File: src/rtl/push_pop_sequencer.sv
// Push/pop micro-op sequencer: expands a Thumb PUSH/POP register list into one
// register transfer per beat, with stall and completion handshakes toward decode.
module push_pop_sequencer (
    input  logic        clk_i,
    input  logic        rst_n_i,
    input  logic [15:0] instr_i,
    input  logic        instr_valid_i,
    input  logic        uop_ready_i,
    input  logic        flush_i,
    output logic        stall_o,
    output logic        uop_valid_o,
    output logic        uop_load_o,
    output logic        uop_store_o,
    output logic [3:0]  uop_reg_o,
    output logic        sp_dec_o,
    output logic        sp_inc_o,
    output logic        done_o
);

    typedef enum logic [1:0] {
        ST_IDLE  = 2'd0,
        ST_ISSUE = 2'd1,
        ST_DONE  = 2'd2
    } state_t;

    state_t      state_r;
    state_t      state_s;
    logic [8:0]  mask_r;
    logic [8:0]  mask_s;
    logic        pop_r;
    logic        pop_s;
    logic        is_pp_s;
    logic [3:0]  sel_idx_s;
    logic [8:0]  sel_bit_s;

    // Pending-mask index served next: highest bit for PUSH, lowest bit for POP.
    function automatic logic [3:0] pick_idx(input logic [8:0] mask, input logic pop);
        logic [3:0] idx;
        idx = 4'd0;
        if (pop) begin
            for (int i = 8; i >= 0; i--) begin
                if (mask[i]) begin
                    idx = 4'(i);
                end else begin
                    idx = idx;
                end
            end
        end else begin
            for (int i = 0; i <= 8; i++) begin
                if (mask[i]) begin
                    idx = 4'(i);
                end else begin
                    idx = idx;
                end
            end
        end
        return idx;
    endfunction

    // Mask bit 8 stands for LR on a push and PC on a pop.
    function automatic logic [3:0] idx_to_reg(input logic [3:0] idx, input logic pop);
        logic [3:0] r;
        if (idx == 4'd8) begin
            r = pop ? 4'd15 : 4'd14;
        end else begin
            r = idx;
        end
        return r;
    endfunction

    assign is_pp_s   = instr_valid_i && (instr_i[15:12] == 4'b1011) && (instr_i[10:9] == 2'b10);
    assign sel_idx_s = pick_idx(mask_r, pop_r);
    assign sel_bit_s = 9'd1 << sel_idx_s;

    // State, pending mask and direction registers.
    always_ff @(posedge clk_i or negedge rst_n_i) begin
        if (!rst_n_i) begin
            state_r <= ST_IDLE;
            mask_r  <= 9'd0;
            pop_r   <= 1'b0;
        end else begin
            state_r <= state_s;
            mask_r  <= mask_s;
            pop_r   <= pop_s;
        end
    end

    // Next-state logic; flush overrides any handshake in the same cycle.
    always_comb begin
        state_s = state_r;
        mask_s  = mask_r;
        pop_s   = pop_r;
        if (flush_i) begin
            state_s = ST_IDLE;
            mask_s  = 9'd0;
            pop_s   = 1'b0;
        end else begin
            case (state_r)
                ST_IDLE: begin
                    if (is_pp_s) begin
                        pop_s  = instr_i[11];
                        mask_s = {instr_i[8], instr_i[7:0]};
                        if ({instr_i[8], instr_i[7:0]} != 9'd0) begin
                            state_s = ST_ISSUE;
                        end else begin
                            state_s = ST_DONE;
                        end
                    end else begin
                        state_s = ST_IDLE;
                    end
                end
                ST_ISSUE: begin
                    if (uop_ready_i) begin
                        mask_s = mask_r & ~sel_bit_s;
                        if ((mask_r & ~sel_bit_s) == 9'd0) begin
                            state_s = ST_DONE;
                        end else begin
                            state_s = ST_ISSUE;
                        end
                    end else begin
                        state_s = ST_ISSUE;
                    end
                end
                ST_DONE: begin
                    state_s = ST_IDLE;
                end
                default: begin
                    state_s = ST_IDLE;
                    mask_s  = 9'd0;
                    pop_s   = 1'b0;
                end
            endcase
        end
    end

    // Output decode; the IDLE stall is gated by reset since it looks at instr_i.
    always_comb begin
        stall_o     = 1'b0;
        uop_valid_o = 1'b0;
        uop_load_o  = 1'b0;
        uop_store_o = 1'b0;
        uop_reg_o   = 4'd0;
        sp_dec_o    = 1'b0;
        sp_inc_o    = 1'b0;
        done_o      = 1'b0;
        case (state_r)
            ST_IDLE: begin
                stall_o = rst_n_i && is_pp_s && !flush_i;
            end
            ST_ISSUE: begin
                stall_o     = 1'b1;
                uop_valid_o = 1'b1;
                uop_load_o  = pop_r;
                uop_store_o = !pop_r;
                sp_inc_o    = pop_r;
                sp_dec_o    = !pop_r;
                uop_reg_o   = idx_to_reg(sel_idx_s, pop_r);
            end
            ST_DONE: begin
                stall_o = 1'b1;
                done_o  = 1'b1;
            end
            default: begin
                stall_o = 1'b0;
            end
        endcase
    end

endmodule

File: config.mk
export PLATFORM = sky130hd
export DESIGN_NAME = push_pop_sequencer
export DESIGN_NICKNAME = d
export VERILOG_FILES = /design/src/rtl/push_pop_sequencer.sv
export SDC_FILE = /design/constraint.sdc
export NUM_CORES = 1
export LEC_CHECK = 0
export BUFFER_PORTS_ARGS = -buffer_cell sky130_fd_sc_hd__buf_2
export CORE_UTILIZATION = 44
export CTS_BUF_LIST = sky130_fd_sc_hd__clkbuf_8
export CTS_CLUSTER_SIZE = 8
export DETAILED_ROUTE_END_ITERATION = 8
export PLACE_DENSITY = 0.78
export SLEW_MARGIN = 30
export SYNTH_ARGS = -nofsm -noshare
export SYNTH_HDL_FRONTEND = slang
export SYNTH_SLANG_ARGS = --single-unit
File: constraint.sdc
create_clock -name clk_i -period 2.6 [get_ports clk_i]
set_input_delay 0.26 -clock clk_i [delete_from_list [all_inputs] [get_ports clk_i]]
set_output_delay 0.26 -clock clk_i [all_outputs]
set_load 0.005 [all_outputs]
==> impl_results.md, run 1 <==
- Post-synth top flop: dfrtp_1
- CP Capture Type: output pin
- Final wirelength: 3321 um
- Final Hold Viols: 0
- Final period util: 94.37%
- Crit-path max cell delay: roughly 620 ps
- Fmax: 407.6 MHz
- Hold_sp: flush_i
- First-pass GRT wire length: approximately 5300 um
- Core area: approximately 2300 um^2
- Final core utilization: 58.99%
- Num Clock Sinks: 12
- Vias in the first global route: approximately 1200
- Routed vias: approximately 1200
- Min Tclk post-route: 2454 ps
- Avg Cell Area, Syn: just over 8 um^2
- Clock Latency Late Sink: 250 ps
- Critical Path Slowest Stage Cell: or4_1
- Die Height: 51.91 um
- Crit path buf inv count: 1
- Unique masters post-synth: 46
- Clk buf depth: 2
- Reg2Reg Depth: 7
- Min-delay worst type: input port to flop
- GRT overflow: 0
- Crit path kind: flop to output pin
- CTS Buf Count: 3
- Top layer in use: met4
- Post-synthesis cell area: 1096 um^2
- Met3 WL: approximately 230 um
- Fillcell total: 200
- Die X: about 52 um
- Cell Int Power: slightly above 0.4 mW
- Multi-input gate area: between 700 and 800 um^2
- Fin. max-slew vios: 0
- CTS tree: yes
- Post-DP HPWL: 2301 um
- Total Power: approximately 0.63 mW
- Worst vdd ir: approximately 240 uV
- Synth async-reset ratio: 100.0%
- Detailed Route Iter0 Violations: between 60 and 70
- RD Place Congestion: 0.9959
- Skew final: roughly 6.6 ps
- Met2 routed WL: 1642 um
- Logic pwr share: 28.6%
- Clk pwr share: between 30% and 40%
- Seq/Total Area, Yosys: around 27%
- Pwr Density: approximately 470 nW/um^2
- Register Area: around 300 um^2
- I/O Pins: 32
- Hold path cells: 2
- CP startpoint kind: flop
- Setup TNS: 0 ps
- Die ar.: 2695 um^2
- PortBufs: 31
- Initial antenna violation count: 0
- Pleak: 0.6195 nW
- Post-DR vias/cell: 6.433
- Worst Hold Endpoint: pop_r
- WP data arrival: 2190 ps
- Post-Syn Nets: about 160
- Reg2reg end: state_r[0]
- Ordered cell list for the critical path: or4_1 > o41ai_2 > a31oi_1 > nor2b_1 > buf_2
- Worst path top cell family by delay: simple AND/OR/NAND/NOR gates
- Synthesized instance count: around 130
- Cells after DPL: 187
- Worst slew margin: between 60% and 70%
- Worst r2r src: pop_r
- Row count: 17
- ANT cells: 0
- Sequential Power Share: between 30 and 40%
- Share of cells above drive strength 1: between 30 and 40%
- Number of routed nets with antenna violations: 0
- Largest net degree at the start of global routing: 14
- Fin cells: between 150 and 200
- Nets: approximately 190
- Routed wire length per instance: between 15 and 20 um
- P_sw: 0.2162 mW
- Warnings from Yosys: 0
- Reg2Reg Setup Slack: 200 ps
- Slew @ Worst Pin: just over 500 ps
- CTS root buf: clkbuf_8
- GRT Overall Usage: around a quarter
- Initial core utilization: roughly half
- WL met1: 1330 um
- Clock transition at path regs: 70 ps
- DR DRC count: 0
- Max Cap Violations: 0
- #FFs+latches synth: 12
- Sw frac: about 34%
- Status: complete, no violations
- Crit Path Max Fanout: 8
- Worst EP required: around 2300 ps
- Final Setup Violations: 0
- H-tree depth: 1
- Post-synth EDFFs: 0
- Drt first pass iters: 5
- Layout area overhead: 22.49%
==> worst reg2reg max path: cells and delay by family, from the launching register on <==
kind               cells  cell delay, ps
AOI/OAI and AO/OA      4             840
DFF                    1             510
and+or+nand+nor        3             910
==> power by group through the flow <==
stage,clock (mW),combinational [mW],sequential [mW]
global route,0.224,0.193,0.228
CTS,0.218,0.170,0.225
detailed placement,0,0.164,0.229
global placement,0,0.163,0.228
floorplan,0,0.122,0.216
finish,0.221,0.180,0.227
==> cells in the mapped netlist (4+ instances only) <==
cell	instances	area share, %
inv_1	7	2.4
nor2b_1	6	3.4
o21ai_0	11	5.0
nand3_1	4	1.8
nand2_1	4	1.4
nor3_1	9	4.1
a22o_1	9	7.2
dfrtp_1	12	27
ha_1	4	4.6
a21oi_1	6	2.7
nor2_1	9	3.1
a31oi_1	4	2.3
==> what timing repair did <==
| action | 4_1_cts | 5_1_grt |
|---|---|---|
| endpoints found under the hold margin | 12 | 0 |
| gates resized for setup | 0 | 1 |
| setup buffers | 0 | 2 |
| endpoints found under the setup margin | 0 | 3 |
| hold buffers | 1 | 0 |
==> per-layer routing <==
metal,vias up,global-route usage (%)
met2,83,46.37
li1,576,-
met1,573,30.98
met3,16,2.047
met5,-,0
met4,0,16.67
==> how the worst max path moves through the flow <==
stage	startpoint	to	slack, ps	cells after the start
6_report	mask_r[3]	uop_reg_o[0]	150	5
2_1_floorplan	mask_r[5]	state_r[0]	520	9
4_1_cts	pop_r	state_r[0]	110	7
3_5_place_dp	pop_r	state_r[0]	190	7
5_1_grt	pop_r	state_r[0]	-0.7	7
3_3_place_gp	pop_r	state_r[0]	190	7
==> cell families after synthesis <==
| kind of cell | after synthesis | share of synthesized area (%) |
|---|---|---|
| adders and majority gates | 4 | 4.566 |
| and+or+nand+nor | 51 | 26.48 |
| AOI/OAI and AO/OA | 50 | 34.47 |
| buffers and inverters | 15 | 7.076 |
| DFF | 12 | 27.40 |
==> per-stage QoR <==
step	hold slack (ps)	area, um^2	setup slack (ps)
2_1_floorplan	-35.59	1096	515.8
4_1_cts	243.8	1326	113.8
3_3_place_gp	158.6	1261	192.8
3_5_place_dp	164.7	1261	192.1
6_report	239.2	1343	146.5
5_1_grt	254.0	1343	-0.6994
==> layout by cell type, fill, tap and decap left out, types with 2 or more instances in the layout <==
master and count:
a21o_1 2, a21oi_1 6, a22o_1 9, a31oi_1 4, and2_1 2, buf_2 31
buf_4 5, clkbuf_8 4, dfrtp_1 11, ha_1 4, inv_1 7, nand2_1 4
nand2b_1 2, nand3_1 4, nand4b_1 2, nor2_1 9, nor2b_1 6, nor3_1 9
nor3b_1 2, nor4_1 3, o21ai_0 11, o22ai_1 2, o311ai_0 2, or4_1 3
==> flip-flops by register name, summed over array words and instances (netlist names) <==
name,cells
pop_r,1
mask_r,9
state_r,2
==> cell type report <==
type / instances / area share (%)
sequential: 12 / 22.46
tap: 28 / 2.610
clock buffer: 4 / 4.101
multi-input combinational: 105 / 53.49
timing repair buffer: 37 / 15.10
inverter: 8 / 2.237
No activity file was read; power rests on OpenSTA's default activity.
==> run 2: changes to the inputs <==
--- a/config.mk
+++ b/config.mk
@@ -5,12 +5,14 @@
 export SDC_FILE = /design/constraint.sdc
 export NUM_CORES = 1
 export LEC_CHECK = 0
+export ABC_AREA = 1
 export BUFFER_PORTS_ARGS = -buffer_cell sky130_fd_sc_hd__buf_2
+export CAP_MARGIN = 40
 export CORE_UTILIZATION = 44
 export CTS_BUF_LIST = sky130_fd_sc_hd__clkbuf_8
 export CTS_CLUSTER_SIZE = 8
 export DETAILED_ROUTE_END_ITERATION = 8
-export PLACE_DENSITY = 0.78
+export PLACE_DENSITY = 0.77
 export SLEW_MARGIN = 30
 export SYNTH_ARGS = -nofsm -noshare
 export SYNTH_HDL_FRONTEND = slang
==> run 2 against run 1 <==
  * Final area increased by 0.75%
  * Highest routed layer unchanged
  * Utilization down 3.9 points
  * First-iteration DRC count decreased by 14%
==> impl_results.md, run 2 <==
- First-pass GRT wire length: about 4900 um
- Post-synth EDFFs: 0
- Area leader, netlist: dfrtp_1
- Met2 routed WL: 1259 um
- Clock transition at path regs: roughly 50 ps
- Top cells by area, synth: dfrtp_1 (26%), nand2_1 (17%), o21ai_0 (8.8%)
- Most flop-heavy register: mask_r
- Final Hold Viols: 0
- Area share of fa/ha/maj cells after synthesis: roughly 4.4%
- CTS root buf: clkbuf_8
- Multi-input gate area: a little over 700 um^2
- RD Place Congestion: ~0.9
- Synthesized instance count: about 180
- I/O Pins: 32
- Routed vias: between 1000 and 1500
- Status: complete, no violations
- Initial core utilization: a little under half
- Die ar.: about 2800 um^2
- Top-count cell post-synth: nand2_1
- Largest net degree at the start of global routing: 19
- DR DRC count: 0
- Routed wire length per instance: 11.83 um
- Setup Fix Bufs, Post-CTS: 0
- WHS: ~250 ps
- Post-synthesis cell area: between 1000 and 1500 um^2
- Num Clock Sinks: 12
- Slew @ Worst Pin: between 600 and 700 ps
- Clock Latency Late Sink: between 200 and 250 ps
- Met3 WL: 200 um
- Skew final: between 1 and 1.5 ps
- DP Worst Slack: between 600 and 700 ps
- Cells after DPL: between 200 and 250
- Most frequent cells after synthesis: nand2_1 (53), o21ai_0 (20), inv_1 (18), nand3_1 (18), nor2_1 (14)
- Final wirelength: between 2000 and 3000 um
- Leading cell type in the layout, fill and taps excluded: nand2_1
- Min Tclk post-route: 2088 ps
- Hold buffer count at CTS: 1
- Simple-gate portion of the synthesized area: 41.49%
- GRT overflow: 0
- Final period util: 80.32%
- Max reg flops: 9
- Initial antenna violation count: 0
- Seq/Total Area, Yosys: approximately a quarter
- Vias in the first global route: approximately 1100
- GRT Overall Usage: between 20 and 30%
- Register Area: roughly 300 um^2
- Largest regs: mask_r (9), state_r (2), pop_r (1)
- Fin cells: around 240
- Post-DR vias/cell: 5.149
- Detailed Route Iter0 Violations: 54
- Die Height: ~53 um
- Max Cap Violations: 0
- Core area: about 2500 um^2
- Worst EP required: about 2300 ps
- CP startpoint kind: flop
- CP Capture Type: output pin
- Share of cells above drive strength 1: 22.64%
- Number of routed nets with antenna violations: 0
- CTS Buf Count: 3
- Pwr Density: 434.2 nW/um^2
- Final core utilization: a little under three fifths
- H-tree depth: 1
- Worst path top cell family by delay: simple AND/OR/NAND/NOR gates
- Post-Syn Nets: just over 200
- Final worst slack: 511.7 ps
- Warnings from Yosys: 0
- Die X: ~53 um
- Crit-path max cell delay: between 300 and 400 ps
- Crit path buf inv count: 3
- Main combinational cell family by area after synthesis: simple AND/OR/NAND/NOR gates
- Ordered cell list for the critical path: inv_1 > ha_1 > inv_1 > nor2_1 > nand3_1 > a21oi_1 > buf_2
- Clk buf depth: 2
- Fin. max-slew vios: 0
- CTS tree: yes
- Worst slew margin: 58.82%
- Post-DP HPWL: ~2300 um
- Fraction of the mapped netlist area in compound gates: approximately 17%
- RSZ-0062 raised after global routing: no
- Synth top area share: around a quarter
- Pleak: roughly 0.74 nW
- WP data arrival: 1830 ps
- Nets: around 240
- Fillcell total: ~270
- Mux cell area share after synthesis: 0%
- Worst vdd ir: 304.9 uV
- Avg Cell Area, Syn: between 6 and 7 um^2
- Commonest cells after routing, fill and taps aside: nand2_1 (53), buf_2 (31), o21ai_0 (20)
- Synth async-reset ratio: 100.0%
- Fmax: roughly 480 MHz
- Layout area overhead: 18.66%
- #FFs+latches synth: 12
- Unique masters post-synth: 26
- Most used cell, CP: inv_1
- Top layer in use: met4
- Crit Path Max Fanout: 10
- Post-synth top flop: dfrtp_1
- WL met1: roughly 1300 um
- Final Setup Violations: 0
- Crit path kind: flop to output pin
- Row count: 18
- ANT cells: 0
- PortBufs: 31
- Resize count post-CTS: 0
- Drt first pass iters: 4
- Post-Synth XOR/XNOR Area: 0%
- Setup TNS: 0 ps
- Min-delay worst type: input port to flop
- Critical Path Slowest Stage Cell: dfrtp_1
run 2: cell count changes after synthesis, sizes merged, moves of 4 or more:
cell and delta:
a22o -9, a31oi -4, inv +15, nand2 +53, nand3 +14, nand4 +4
nor2 +6, nor2b -6, o21ai +9
run 2: logic make-up after synthesis:
| group | Yosys count |
|---|---|
| flops | 12 |
| compound gates | 32 |
| simple gates | 105 |
| buf+inv | 29 |
| fa+ha+maj | 4 |
run 2: final timing paths:
check	start	to	slack [ps]	cells past startpoint
min	flush_i	state_r[0]	250	2
max reg2reg	state_r[1]	mask_r[2]	620	7
min in group asynchronous	rst_n_i	mask_r[4]	420	2
max	state_r[0]	stall_o	510	7
min reg2reg	mask_r[8]	mask_r[8]	610	2
max in group asynchronous	rst_n_i	mask_r[5]	1950	2
run 2: through the flow:
| stage | area [um^2] | total power, mW |
|---|---|---|
| finish | 1353 | 0.5872 |
| global route | 1353 | 0.6352 |
| CTS | 1353 | 0.5891 |
| detailed placement | 1301 | 0.4157 |
| global placement | 1301 | 0.4169 |
| floorplan | 1140 | 0.3618 |
run 2: metal layers:
| layer | GRT usage [%] | vias up |
|---|---|---|
| li1 | - | 653 |
| met1 | 35.77 | 543 |
| met2 | 37.55 | 43 |
| met3 | 4.310 | 7 |
| met4 | 8.772 | 0 |
| met5 | 0 | - |
run 2: report_power, final:
| part | total (mW) | switching [mW] | leakage [nW] | internal, mW |
|---|---|---|---|---|
| Clock | 0.171 | 0.0688 | 0.0216 | 0.102 |
| Combinational | 0.197 | 0.127 | 0.559 | 0.0700 |
| Sequential | 0.219 | 0.0186 | 0.157 | 0.201 |
run 2: area by class of cell:
cell class | count | share of cell area (%)
multi-input cells | 141 | 53.10
flip-flops and latches | 12 | 22.20
repair buffers | 32 | 12.21
inverters | 24 | 6.660
clock buffers | 3 | 3.053
well taps | 30 | 2.775
